$ cat src/rtl/qeip_sram_access_scheduler.sv
`default_nettype none
// ============================================================================
// Module   : qeip_sram_access_scheduler
// Purpose  : Round-robin scheduler of two single-beat requesters onto one AXI
//            SRAM slave port, one transaction outstanding at a time.
// Revision : 1.0 - initial release
// ============================================================================
module qeip_sram_access_scheduler #(
    parameter int BW_ADDR    = 32,
    parameter int BW_DATA    = 32,
    parameter int BW_AXI_TID = 4
) (
    input  logic                    clk,
    input  logic                    rstpp,

    input  logic                    r0_reqvalid,
    output logic                    r0_reqready,
    input  logic                    r0_reqwrite,
    input  logic [BW_ADDR-1:0]      r0_reqaddr,
    input  logic [BW_DATA-1:0]      r0_reqwdata,
    input  logic [BW_DATA/8-1:0]    r0_reqwstrb,
    output logic                    r0_rspvalid,
    output logic [BW_DATA-1:0]      r0_rsprdata,
    output logic [1:0]              r0_rspresp,

    input  logic                    r1_reqvalid,
    output logic                    r1_reqready,
    input  logic                    r1_reqwrite,
    input  logic [BW_ADDR-1:0]      r1_reqaddr,
    input  logic [BW_DATA-1:0]      r1_reqwdata,
    input  logic [BW_DATA/8-1:0]    r1_reqwstrb,
    output logic                    r1_rspvalid,
    output logic [BW_DATA-1:0]      r1_rsprdata,
    output logic [1:0]              r1_rspresp,

    output logic                    busy,

    output logic                    sxawvalid,
    output logic [BW_ADDR-1:0]      sxawaddr,
    output logic [BW_AXI_TID-1:0]   sxawid,
    output logic [7:0]              sxawlen,
    output logic [2:0]              sxawsize,
    output logic [1:0]              sxawburst,
    input  logic                    sxawready,

    output logic                    sxwvalid,
    output logic [BW_AXI_TID-1:0]   sxwid,
    output logic [BW_DATA-1:0]      sxwdata,
    output logic [BW_DATA/8-1:0]    sxwstrb,
    output logic                    sxwlast,
    input  logic                    sxwready,

    input  logic                    sxbvalid,
    input  logic [BW_AXI_TID-1:0]   sxbid,
    input  logic [1:0]              sxbresp,
    output logic                    sxbready,

    output logic                    sxarvalid,
    output logic [BW_ADDR-1:0]      sxaraddr,
    output logic [BW_AXI_TID-1:0]   sxarid,
    output logic [7:0]              sxarlen,
    output logic [2:0]              sxarsize,
    output logic [1:0]              sxarburst,
    input  logic                    sxarready,

    input  logic                    sxrvalid,
    input  logic [BW_AXI_TID-1:0]   sxrid,
    input  logic [BW_DATA-1:0]      sxrdata,
    input  logic                    sxrlast,
    input  logic [1:0]              sxrresp,
    output logic                    sxrready
);

    localparam int         BW_STRB = BW_DATA / 8;
    localparam logic [2:0] C_SIZE  = 3'($clog2(BW_STRB));

    typedef enum logic [2:0] {
        IDLE = 3'd0,
        WREQ = 3'd1,
        WRSP = 3'd2,
        RREQ = 3'd3,
        RRSP = 3'd4
    } state_t;

    state_t               state_q, state_d;
    logic                 prio_q, prio_d;
    logic                 owner_q, owner_d;
    logic [BW_ADDR-1:0]   addr_q, addr_d;
    logic [BW_DATA-1:0]   wdata_q, wdata_d;
    logic [BW_STRB-1:0]   wstrb_q, wstrb_d;
    logic                 awvalid_q, awvalid_d;
    logic                 wvalid_q, wvalid_d;
    logic                 arvalid_q, arvalid_d;
    logic                 bready_q, bready_d;
    logic                 rready_q, rready_d;
    logic                 rsp0valid_q, rsp0valid_d;
    logic [BW_DATA-1:0]   rsp0rdata_q, rsp0rdata_d;
    logic [1:0]           rsp0resp_q, rsp0resp_d;
    logic                 rsp1valid_q, rsp1valid_d;
    logic [BW_DATA-1:0]   rsp1rdata_q, rsp1rdata_d;
    logic [1:0]           rsp1resp_q, rsp1resp_d;

    logic                 idle;
    logic                 accept;
    logic                 sel_write;
    logic [BW_ADDR-1:0]   sel_addr;
    logic [BW_DATA-1:0]   sel_wdata;
    logic [BW_STRB-1:0]   sel_wstrb;
    logic                 w_unused;

    // A lone requester always wins; on contention prio_q names the winner.
    assign idle        = (state_q == IDLE);
    assign r0_reqready = idle && r0_reqvalid && !(r1_reqvalid && prio_q);
    assign r1_reqready = idle && r1_reqvalid && !(r0_reqvalid && !prio_q);
    assign accept      = r0_reqready || r1_reqready;
    assign busy        = !idle;

    assign sel_write = r1_reqready ? r1_reqwrite : r0_reqwrite;
    assign sel_addr  = r1_reqready ? r1_reqaddr  : r0_reqaddr;
    assign sel_wdata = r1_reqready ? r1_reqwdata : r0_reqwdata;
    assign sel_wstrb = r1_reqready ? r1_reqwstrb : r0_reqwstrb;

    assign w_unused = ^{sxbid, sxrid};

    always_comb begin
        state_d     = state_q;
        prio_d      = prio_q;
        owner_d     = owner_q;
        addr_d      = addr_q;
        wdata_d     = wdata_q;
        wstrb_d     = wstrb_q;
        awvalid_d   = awvalid_q;
        wvalid_d    = wvalid_q;
        arvalid_d   = arvalid_q;
        bready_d    = bready_q;
        rready_d    = rready_q;
        rsp0valid_d = 1'b0;
        rsp0rdata_d = rsp0rdata_q;
        rsp0resp_d  = rsp0resp_q;
        rsp1valid_d = 1'b0;
        rsp1rdata_d = rsp1rdata_q;
        rsp1resp_d  = rsp1resp_q;

        case (state_q)
            IDLE: begin
                if (accept) begin
                    owner_d = r1_reqready;
                    addr_d  = sel_addr;
                    wdata_d = sel_wdata;
                    wstrb_d = sel_wstrb;
                    if (sel_write) begin
                        state_d   = WREQ;
                        awvalid_d = 1'b1;
                        wvalid_d  = 1'b1;
                    end else begin
                        state_d   = RREQ;
                        arvalid_d = 1'b1;
                    end
                end
            end
            WREQ: begin
                if (sxawready) awvalid_d = 1'b0;
                if (sxwready)  wvalid_d  = 1'b0;
                // Leave once both channels have handshaken, in either order.
                if ((!awvalid_q || sxawready) && (!wvalid_q || sxwready)) begin
                    state_d  = WRSP;
                    bready_d = 1'b1;
                end
            end
            WRSP: begin
                if (sxbvalid && bready_q) begin
                    state_d  = IDLE;
                    bready_d = 1'b0;
                    prio_d   = !owner_q;
                    if (owner_q) begin
                        rsp1valid_d = 1'b1;
                        rsp1rdata_d = '0;
                        rsp1resp_d  = sxbresp;
                    end else begin
                        rsp0valid_d = 1'b1;
                        rsp0rdata_d = '0;
                        rsp0resp_d  = sxbresp;
                    end
                end
            end
            RREQ: begin
                if (sxarready) begin
                    state_d   = RRSP;
                    arvalid_d = 1'b0;
                    rready_d  = 1'b1;
                end
            end
            RRSP: begin
                // Non-last beats are consumed and discarded.
                if (sxrvalid && sxrlast && rready_q) begin
                    state_d  = IDLE;
                    rready_d = 1'b0;
                    prio_d   = !owner_q;
                    if (owner_q) begin
                        rsp1valid_d = 1'b1;
                        rsp1rdata_d = sxrdata;
                        rsp1resp_d  = sxrresp;
                    end else begin
                        rsp0valid_d = 1'b1;
                        rsp0rdata_d = sxrdata;
                        rsp0resp_d  = sxrresp;
                    end
                end
            end
            default: state_d = IDLE;
        endcase
    end

    always_ff @(posedge clk or posedge rstpp) begin
        if (rstpp) begin
            state_q     <= IDLE;
            prio_q      <= 1'b0;
            owner_q     <= 1'b0;
            addr_q      <= '0;
            wdata_q     <= '0;
            wstrb_q     <= '0;
            awvalid_q   <= 1'b0;
            wvalid_q    <= 1'b0;
            arvalid_q   <= 1'b0;
            bready_q    <= 1'b0;
            rready_q    <= 1'b0;
            rsp0valid_q <= 1'b0;
            rsp0rdata_q <= '0;
            rsp0resp_q  <= '0;
            rsp1valid_q <= 1'b0;
            rsp1rdata_q <= '0;
            rsp1resp_q  <= '0;
        end else begin
            state_q     <= state_d;
            prio_q      <= prio_d;
            owner_q     <= owner_d;
            addr_q      <= addr_d;
            wdata_q     <= wdata_d;
            wstrb_q     <= wstrb_d;
            awvalid_q   <= awvalid_d;
            wvalid_q    <= wvalid_d;
            arvalid_q   <= arvalid_d;
            bready_q    <= bready_d;
            rready_q    <= rready_d;
            rsp0valid_q <= rsp0valid_d;
            rsp0rdata_q <= rsp0rdata_d;
            rsp0resp_q  <= rsp0resp_d;
            rsp1valid_q <= rsp1valid_d;
            rsp1rdata_q <= rsp1rdata_d;
            rsp1resp_q  <= rsp1resp_d;
        end
    end

    assign sxawvalid = awvalid_q;
    assign sxawaddr  = addr_q;
    assign sxawid    = BW_AXI_TID'(owner_q);
    assign sxawlen   = 8'd0;
    assign sxawsize  = C_SIZE;
    assign sxawburst = 2'b01;

    assign sxwvalid  = wvalid_q;
    assign sxwid     = BW_AXI_TID'(owner_q);
    assign sxwdata   = wdata_q;
    assign sxwstrb   = wstrb_q;
    assign sxwlast   = 1'b1;

    assign sxbready  = bready_q;

    assign sxarvalid = arvalid_q;
    assign sxaraddr  = addr_q;
    assign sxarid    = BW_AXI_TID'(owner_q);
    assign sxarlen   = 8'd0;
    assign sxarsize  = C_SIZE;
    assign sxarburst = 2'b01;

    assign sxrready  = rready_q;

    assign r0_rspvalid = rsp0valid_q;
    assign r0_rsprdata = rsp0rdata_q;
    assign r0_rspresp  = rsp0resp_q;
    assign r1_rspvalid = rsp1valid_q;
    assign r1_rsprdata = rsp1rdata_q;
    assign r1_rspresp  = rsp1resp_q;

endmodule
`default_nettype wire

$ cat config.mk
export PLATFORM = sky130hd
export DESIGN_NAME = qeip_sram_access_scheduler
export DESIGN_NICKNAME = d
export VERILOG_FILES = /design/src/rtl/qeip_sram_access_scheduler.sv
export SDC_FILE = /design/constraint.sdc
export NUM_CORES = 1
export LEC_CHECK = 0
export CORE_AREA = 2 2 157 159
export DETAILED_ROUTE_END_ITERATION = 10
export DIE_AREA = 0 0 159 161
export DONT_BUFFER_PORTS = 1
export PLACE_DENSITY = 0.47
export SLEW_MARGIN = 5
export SYNTH_ARGS = -nofsm -noshare
export SYNTH_HDL_FRONTEND = slang
export SYNTH_SLANG_ARGS = --single-unit
$ cat constraint.sdc
create_clock -name clk -period 5.35 [get_ports clk]
set_input_delay 0 -clock clk [delete_from_list [all_inputs] [get_ports clk]]
set_output_delay 0 -clock clk [all_outputs]
set_load 0.05 [all_outputs]
==> qor.txt, run 1 <==
===============================================================================
Status                                                             finished clean
Logic pwr share                                                           28.2%
Starting density of the core                                             28.82%
Port buffer count                                                             0
Final HPWL DP                                                          13260 um
Placed insts                                                               1021
Post-Synthesis Mean Instance Area                                   8.876 sq um
Launching element type of the critical path                            register
Pin count of the biggest net entering global routing                        127
Remaining DRCs                                                                0
Total of max-cap violations                                                   0
Average detailed-routed wire length per instance                       16.97 um
Sw power                                                                3996 uW
Non-filler instance count after layout                                     1238
CTS sink count                                                              148
Worst max-slew margin expressed relative to the limit                    33.81%
Drt pass-1 iters                                                              5
Part of the Yosys area used for sequential elements                      53.63%
Slew at the pin with the worst max-slew slack                         0.9929 ns
Maximum level of the CTS H-tree                                               4
Via Count                                                                  5719
Number of antenna-violating nets in the routed design                         0
Clk pwr share                                                             17.1%
Required time of the worst setup path                                   5.69 ns
Design internal power                                                   3282 uW
Crit-path max FO                                                             70
Number of global-route vias before repair                                  6027
Number of different library cells in the post-synthesis netlist              42
Total of fill cells in the finished design                                 2487
Net switching fraction of the power                                      54.91%
Insertion delay of the later-clocked pin in the worst-skew pair         0.42 ns
Core Box Area                                                      0.02396 sq mm
Number of I/O pins                                                          409
Number of buffers created by CTS                                             17
Unrepaired setup endpoints after global routing                           false
Cell area after placement                                          0.006669 sq mm
CTS Root Cell                                                         clkbuf_16
Number of enable flip-flop cells after synthesis                              0
Final weighted congestion in routability-driven placement                0.7655
# nets final                                                               1092
Main synth FF type                                                      dfrtp_1
Number of endpoints with negative hold slack in the final report              0
Number of cells traversed by the worst hold path                              3
Final number of max-transition violations                                     0
Post-layout utilization of the core                                      38.09%
Antenna violations before repair                                              1
Via/cell ratio                                                            4.620
Synth async-reset ratio                                                  100.0%
TritonCTS clock tree                                                       done
Full die area                                                      0.02560 sq mm
Clk slew on worst S/H paths                                             0.07 ns
Total setup violations reported at the end of the flow                        0
Seq pwr share                                                             54.6%
Count of yosys warnings during synthesis                                      0
Remaining global-route overflow                                               0
Post-synthesis sequential element count                                     148
Die width                                                                159 um
Core Rows                                                                    57
Maximum vdd ir drop                                                   0.4549 mV
Global router's overall resource usage                                   16.16%
Total power of the final layout                                         7278 uW
Wire length of the first global-routing pass                           32750 um
Max Root-Sink Buffers                                                         2
Post-Layout Inst Area                                              0.009128 sq mm
Arrival time at the worst endpoint                                      4.47 ns
Share of layout cells above drive strength 1                             5.476%
Final setup TNS                                                            0 ns
Initial DRC count                                                           321
Classification of the worst setup path                                  reg2reg
Syn Inst Count                                                              778
Post-route clock period utilization                                      77.14%
Hold/Removal Path Class                                                  in2reg
Worst Reg2Reg Path Length in Cells                                            8
Total detailed-routing wirelength                                      21020 um
Area growth syn-to-layout                                                32.18%
Capturing element type of the critical path                            register
Leakage power figure                                                0.004012 uW
Max frequency                                                        0.2423 GHz
Clock skew                                                           0.01094 ns
Mapped Area                                                        0.006905 sq mm
Overall die height                                                       161 um
Cell Pwr Density                                                   797.3 mW/mm^2
Min cycle time layout                                                  4.127 ns
===============================================================================
==> stage by stage <==
stage	setup WS (ns)	hold slack, ns
floorplan	1.370	0.08495
global placement	1.851	0.08527
detailed placement	1.774	0.07275
CTS	1.256	0.02416
global route	1.029	0.04908
finish	1.223	0.03818
==> logic make-up (layout without fill, tap and decap cells) <==
group / count (synthesis) / count (layout) / share of synthesized area (%)
simple gates: 332 / 332 / 18.75
compound gates: 160 / 160 / 14.04
flops: 148 / 148 / 53.63
buf+inv: 134 / 235 / 13.17
other cells: 2 / 37 / 0.1088
mux: 2 / 2 / 0.2899
==> timing repair <==
item | 4_1_cts | 5_1_grt
setup endpoints to repair | 0 | 0
hold endpoints to repair | 229 | 0
setup buffers | 0 | 0
hold buffers | 184 | 0
resized for setup | 0 | 0
==> cells in the final DEF, fill, tap and decap left out, types with 7 or more instances in the layout <==
cell type,instances
dlygate4sd3_1,184
nor2_1,74
conb_1,36
dfrtp_1,148
inv_1,8
o21ai_0,51
clkbuf_16,17
a31oi_1,68
nand2_1,243
o21ai_1,19
buf_4,7
==> worst max-delay path, cell delays in order (launching register included) <==
cell and delay (ns):
dfrtp_1 0.57, or3_4 0.58, or2_2 0.32, buf_4 0.33
inv_2 0.72, buf_4 0.55, nand2_1 0.12, a31oi_1 0.20
dlygate4sd3_1 0.58
==> synthesized netlist by cell type, types with 2 or more instances <==
| master | number | area [sq um] |
|---|---|---|
| o22ai_1 | 2 | 12.51 |
| clkbuf_1 | 14 | 52.55 |
| a2bb2oi_1 | 2 | 17.52 |
| a31oi_1 | 68 | 425.4 |
| buf_6 | 14 | 157.7 |
| inv_2 | 2 | 7.510 |
| a2111oi_0 | 2 | 17.52 |
| nand2_1 | 243 | 912.1 |
| o21ai_0 | 51 | 255.2 |
| a21oi_1 | 5 | 25.02 |
| o21ai_1 | 19 | 95.09 |
| dfrtp_1 | 148 | 3704 |
| nor2b_1 | 4 | 25.02 |
| buf_2 | 19 | 95.09 |
| mux2i_1 | 2 | 20.02 |
| buf_4 | 73 | 548.0 |
| nor2_1 | 74 | 277.8 |
| conb_1 | 2 | 7.510 |
| clkbuf_2 | 3 | 15.01 |
| inv_1 | 9 | 33.78 |
==> per-layer routing <==
metal / part of all wire [%] / up-vias / global-route usage, %
met1: 41 / 2708 / 19.15
met2: 49 / 257 / 27.43
met5: 0 / - / 0
met3: 6.5 / 37 / 4.648
met4: 3.1 / 0 / 7.107
li1: - / 2717 / -
==> power by group through the flow <==
stage / clock network (uW) / logic (uW) / registers (uW)
after CTS: 1290 / 2020 / 3970
after global placement: 0 / 1320 / 4000
after global routing: 1350 / 2300 / 4020
final: 1250 / 2050 / 3980
after floorplan: 0 / 1870 / 3340
after detailed placement: 0 / 1350 / 4000
==> final cells by class <==
cell class	count	area, sq um	share of cell area (%)
Timing Repair Buffer	192	1914	20.97
Multi-Input combinational cell	530	2441	26.74
Inverter	11	46.29	0.5072
Sequential cell	148	3704	40.58
Tap cell	324	405.4	4.441
Antenna cell	1	2.502	0.02742
Clock buffer	17	425.4	4.661
Clock inverter	15	188.9	2.070
==> worst paths after layout <==
check,end,slack (ns),start
hold / removal,sxbready,0.04,sxwready
min in group asynchronous,r1_rsprdata[3],0.22,rstpp
setup / recovery,sxaraddr[8],1.22,state_q[0]
max in group asynchronous,sxaraddr[6],3.74,rstpp
setup reg to reg,sxaraddr[8],1.22,state_q[0]
hold reg to reg,prio_q,0.56,prio_q
==> state kept, by name (all words and copies together) (netlist names), 2 cells and up <==
| name | count |
|---|---|
| state_q | 3 |
| sxwdata | 32 |
| sxwstrb | 4 |
| r0_rspresp | 2 |
| r1_rspresp | 2 |
| r1_rsprdata | 32 |
| sxaraddr | 32 |
| r0_rsprdata | 32 |
Note: power is estimated with default switching activity, not from simulation.
==> inputs of run 2 (changes only) <==
==> constraint.sdc (replaced) <==
create_clock -name clk -period 4.1 [get_ports clk]
set_input_delay 0 -clock clk [delete_from_list [all_inputs] [get_ports clk]]
set_output_delay 0 -clock clk [all_outputs]
set_load 0.05 [all_outputs]
==> qor.txt, run 2 (synthesis results as in run 1) <==
====================================================================================
Status                                                                  finished clean
Total of max-cap violations                                                        0
Metal1 wirelength                                                            8391 um
Antenna violations before repair                                                   1
Post-CTS Setup Repair Bufs                                                         0
Overall die height                                                            161 um
Unrepaired setup endpoints after global routing                                false
Count of buffering cells on the critical path with inverters included              3
Final-layout worst hold slack                                             0.03814 ns
Die width                                                                     159 um
Seq pwr share                                                                  55.3%
Clock skew                                                                0.01383 ns
Number of gates given a new drive strength after cts                               0
Sw power                                                                     5212 uW
TritonCTS clock tree                                                            done
Insertion delay of the later-clocked pin in the worst-skew pair              0.42 ns
Area growth syn-to-layout                                                     32.02%
Post-layout utilization of the core                                           38.04%
Remaining global-route overflow                                                    0
Max frequency                                                             0.3014 GHz
Reg-to-reg startpoint                                                     state_q[0]
Number of antenna-violating nets in the routed design                              0
Hold/Removal Path Class                                                       in2reg
Final HPWL DP                                                               13430 um
Worst R2R Setup Slack                                                        0.78 ns
Cells along the critical path                                           or3_4 > or2_2 > inv_2 > buf_12 > nand2_1 > a31oi_1 > dlygate4sd3_1
Slew at the pin with the worst max-slew slack                              0.9846 ns
Leakage power figure                                                     0.003992 uW
Clk slew on worst S/H paths                                                  0.07 ns
Wire length on met3                                                          1342 um
Via Count                                                                       5832
Worst hold endpoint                                                         sxbready
Crit-path max FO                                                                  48
Classification of the worst setup path                                       reg2reg
Maximum vdd ir drop                                                        0.5078 mV
Clk pwr share                                                                  16.3%
Full die area                                                           0.02560 sq mm
Min cycle time layout                                                       3.318 ns
Number of endpoints with negative hold slack in the final report                   0
Post-route clock period utilization                                           80.92%
Initial DRC count                                                                326
Met2 WL                                                                     10430 um
Final number of max-transition violations                                          0
Maximum level of the CTS H-tree                                                    4
Total power of the final layout                                              9369 uW
Share of layout cells above drive strength 1                                  5.580%
Final setup TNS                                                                 0 ns
Drt pass-1 iters                                                                   5
Net switching fraction of the power                                           55.63%
Cell Pwr Density                                                        1028 mW/mm^2
Post-Layout Inst Area                                                   0.009116 sq mm
Max Root-Sink Buffers                                                              2
Core Rows                                                                         57
Number of buffers created by CTS                                                  17
Wire length of the first global-routing pass                                32600 um
Worst Reg2Reg Path Length in Cells                                                 7
Uppermost layer routed                                                          met4
Worst Hold Launch                                                           sxwready
Port buffer count                                                                  0
Arrival time at the worst endpoint                                           3.66 ns
Cell at the slowest stage of the critical path                          dlygate4sd3_1
Final weighted congestion in routability-driven placement                     0.7797
Remaining DRCs                                                                     0
Global router's overall resource usage                                        16.01%
CTS Root Cell                                                              clkbuf_16
Average detailed-routed wire length per instance                            16.78 um
Pin count of the biggest net entering global routing                             138
Total detailed-routing wirelength                                           20810 um
Total setup violations reported at the end of the flow                             0
Family with the most delay on the worst path                            buffers and inverters
Worst max-slew margin expressed relative to the limit                         34.36%
CTS sink count                                                                   148
Number of global-route vias before repair                                       5977
Design internal power                                                        4157 uW
Via/cell ratio                                                                 4.703
Commonest non-fill, non-tap cells in the layout                         nand2_1 (243), dlygate4sd3_1 (184), dfrtp_1 (148), nor2_1 (74), a31oi_1 (68)
Capturing element type of the critical path                                 register
Most common library cell in the layout ignoring fill and taps                nand2_1
Number of I/O pins                                                               409
# nets final                                                                    1093
Core Box Area                                                           0.02396 sq mm
Number of buffers added to fix hold violations after cts                         184
Number of cells traversed by the worst hold path                                   3
Endpoint of the lowest-slack register-to-register path                   sxwdata[28]
Starting density of the core                                                  28.82%
Slowest cell delay on critical path                                          0.58 ns
Cell area after placement                                               0.006689 sq mm
Launching element type of the critical path                                 register
Logic pwr share                                                                28.3%
Required time of the worst setup path                                        4.44 ns
====================================================================================
## run 2: worst max-delay path by stage
| stage | startpoint | endpoint | slack (ns) | depth (start not counted) |
|---|---|---|---|---|
| global placement | state_q[0] | sxwdata[18] | 1.37 | 6 |
| global route | state_q[0] | sxwdata[23] | 0.62 | 7 |
| CTS | state_q[0] | sxwdata[18] | 0.80 | 7 |
| floorplan | rstpp | owner_q | 0.12 | 1 |
| finish | state_q[0] | sxwdata[28] | 0.78 | 7 |
| detailed placement | state_q[0] | sxwdata[18] | 1.35 | 6 |
## run 2: layer usage
metal	global-route usage (%)	up-vias
li1	-	2719
met1	18.66	2816
met2	27.43	257
met3	4.956	40
met4	6.694	0
met5	0	-
## run 2: power groups by stage
stage	Sequential [uW]	Clock, uW	Combinational, uW
floorplan	4360	0	2440
global placement	5220	0	1720
detailed placement	5210	0	1760
CTS	5180	1600	2620
global route	5250	1650	2970
finish	5180	1530	2660
## run 2: metrics by stage
| step | setup WS [ns] | std cells |
|---|---|---|
| after global routing | 0.6231 | 1239 |
| after CTS | 0.8038 | 1238 |
| after floorplan | 0.1203 | 812 |
| after detailed placement | 1.348 | 1022 |
| after global placement | 1.367 | 1022 |
| final | 0.7823 | 1240 |
## run 2: final cells by class
cell class | count | area [sq um]
tap | 324 | 405.4
timing repair buffer | 193 | 1934
sequential | 148 | 3704
antenna | 2 | 5.005
clock buffer | 17 | 425.4
multi-input combinational | 530 | 2441
clock inverter | 15 | 155.1
fill | 2452 | 14850
inverter | 11 | 46.29
## run 2: tightest hold or removal path, cell delays in order
cell and delay [ns]:
o22ai_1 0.22, o31a_1 0.16, nor2_1 0.04
==> inputs of run 3 (changes only) <==
--- a/config.mk
+++ b/config.mk
@@ -9,7 +9,7 @@
 export DETAILED_ROUTE_END_ITERATION = 10
 export DIE_AREA = 0 0 159 161
 export DONT_BUFFER_PORTS = 1
-export PLACE_DENSITY = 0.47
+export PLACE_DENSITY = 0.49
 export SLEW_MARGIN = 5
 export SYNTH_ARGS = -nofsm -noshare
 export SYNTH_HDL_FRONTEND = slang
==> constraint.sdc (replaced) <==
create_clock -name clk -period 2.99 [get_ports clk]
set_input_delay 0 -clock clk [delete_from_list [all_inputs] [get_ports clk]]
set_output_delay 0 -clock clk [all_outputs]
set_load 0.05 [all_outputs]
==> qor.txt, run 3 (synthesis results as in run 1) <==
===============================================================================
Status                                                             finished clean
Placed insts                                                               1064
Net switching fraction of the power                                      53.72%
# nets final                                                               1136
CTS Root Cell                                                         clkbuf_16
Leakage power figure                                                0.004212 uW
Die width                                                                159 um
Max Root-Sink Buffers                                                         2
Number of buffers created by CTS                                             17
Worst max-slew margin expressed relative to the limit                    40.44%
Final weighted congestion in routability-driven placement                0.7913
Number of gates given a new drive strength after cts                          0
Non-filler instance count after layout                                     1282
Design internal power                                                   6192 uW
Logic pwr share                                                           44.7%
Cell Pwr Density                                                   1414 mW/mm^2
Full die area                                                      0.02560 sq mm
Antenna violations before repair                                              1
Clk pwr share                                                             15.9%
Number of cells traversed by the worst hold path                              3
Total setup violations reported at the end of the flow                        0
Drt pass-1 iters                                                              4
Overall die height                                                       161 um
Number of antenna-violating nets in the routed design                         0
Hold/Removal Path Class                                                  in2reg
Final number of max-transition violations                                     0
Cells along the critical path                                      or3_4 > or3_2 > nand3b_1 > a32o_1 > dlygate4sd3_1
Number of I/O pins                                                          409
Remaining DRCs                                                                0
Number of global-route vias before repair                                  5968
Min cycle time layout                                                  2.880 ns
Insertion delay of the later-clocked pin in the worst-skew pair         0.41 ns
Arrival time at the worst endpoint                                      3.23 ns
Global routing usage on met2                                             27.27%
Share of layout cells above drive strength 1                             9.822%
Crit-path max FO                                                             40
Slew at the pin with the worst max-slew slack                         0.8934 ns
Launching element type of the critical path                            register
Average detailed-routed wire length per instance                       16.72 um
Number of endpoints with negative hold slack in the final report              0
Total of fill cells in the finished design                                 2405
Core Rows                                                                    57
Max frequency                                                        0.3472 GHz
GRT met3 Usage                                                           4.777%
Slowest cell delay on critical path                                     0.90 ns
Final setup TNS                                                            0 ns
Initial DRC count                                                           334
Post-layout utilization of the core                                      39.48%
Total detailed-routing wirelength                                      21440 um
Area growth syn-to-layout                                                37.00%
Sw power                                                                7187 uW
Cell at the slowest stage of the critical path                            or3_2
Remaining global-route overflow                                               0
Via Count                                                                  5903
Clock skew                                                           0.01106 ns
Most crowded layer after global routing                                    met2
Commonest non-fill, non-tap cells in the layout                    nand2_1 (243), dlygate4sd3_1 (184), dfrtp_1 (148), nor2_1 (74), a31oi_1 (68)
Clk slew on worst S/H paths                                             0.07 ns
Global routing met1 resource utilization                                 19.13%
Seq pwr share                                                             39.4%
Global router's overall resource usage                                   16.15%
TritonCTS clock tree                                                       done
Core Box Area                                                      0.02396 sq mm
Required time of the worst setup path                                   3.34 ns
Unrepaired setup endpoints after global routing                           false
Wire length of the first global-routing pass                           33060 um
Post-route clock period utilization                                      96.33%
Most common library cell in the layout ignoring fill and taps           nand2_1
Maximum vdd ir drop                                                   0.6513 mV
Starting density of the core                                             28.82%
Pin count of the biggest net entering global routing                         82
Final HPWL DP                                                          13860 um
CTS sink count                                                              148
Via/cell ratio                                                            4.605
Worst Reg2Reg Path Length in Cells                                            5
Total of max-cap violations                                                   0
Classification of the worst setup path                                  reg2reg
Final-layout worst hold slack                                        0.04414 ns
Capturing element type of the critical path                            register
Maximum level of the CTS H-tree                                               4
Port buffer count                                                             0
===============================================================================
## run 3: area by class of cell
type / count / area [sq um] / area share [%]
inverters: 11 / 45.04 / 0.4761
well taps: 324 / 405.4 / 4.285
clock buffers: 18 / 439.2 / 4.642
diodes: 1 / 2.502 / 0.02645
multi-input cells: 531 / 2449 / 25.88
repair buffers: 235 / 2275 / 24.04
flip-flops and latches: 148 / 3704 / 39.15
clock inverters: 14 / 141.4 / 1.495
## run 3: final timing paths
| path | from | to | slack (ns) |
|---|---|---|---|
| max in group asynchronous | rstpp | sxwdata[19] | 1.99 |
| max | state_q[2] | state_q[1] | 0.11 |
| min in group asynchronous | rstpp | r1_rsprdata[8] | 0.18 |
| max reg2reg | state_q[2] | state_q[1] | 0.11 |
| min reg2reg | prio_q | prio_q | 0.54 |
| min | sxwready | sxbready | 0.04 |
## run 3: what timing repair did
action	CTS	global route
buffers inserted	0	0
endpoints found under the hold margin	291	0
setup endpoints to repair	0	9
hold buffers	184	0
## run 3: layer usage
| layer | vias to the layer above | wire length [um] |
|---|---|---|
| met5 | - | 0 |
| met4 | 0 | 754 |
| met3 | 43 | 1367 |
| met2 | 240 | 10520 |
| met1 | 2826 | 8797 |
| li1 | 2794 | - |
## run 3: power groups by stage
stage                     logic [uW]  registers [uW]  clock network (uW)
after floorplan                 3350            5980                   0
after global placement          4630            5310                   0
after detailed placement        4680            5320                   0
after CTS                       5890            5280                2200
after global routing            6450            5370                2290
final                           5980            5280                2120
## run 3: per-stage QoR
step / setup slack (ns) / total power [uW] / instance area, sq um
2_1_floorplan: 0.9448 / 9333 / 7037
3_3_place_gp: 0.6931 / 9943 / 7028
3_5_place_dp: 0.6482 / 9998 / 7028
4_1_cts: 0.1156 / 13380 / 9450
5_1_grt: 0.005053 / 14100 / 9458
6_report: 0.1097 / 13380 / 9460
## run 3: worst max-delay path, delay by kind of cell, from the launching register on
kind                   cells  cell delay [ns]
and+or+nand+nor            3             1.62
buffers and inverters      1             0.54
DFF                        1             0.48
AOI/OAI and AO/OA          1             0.17
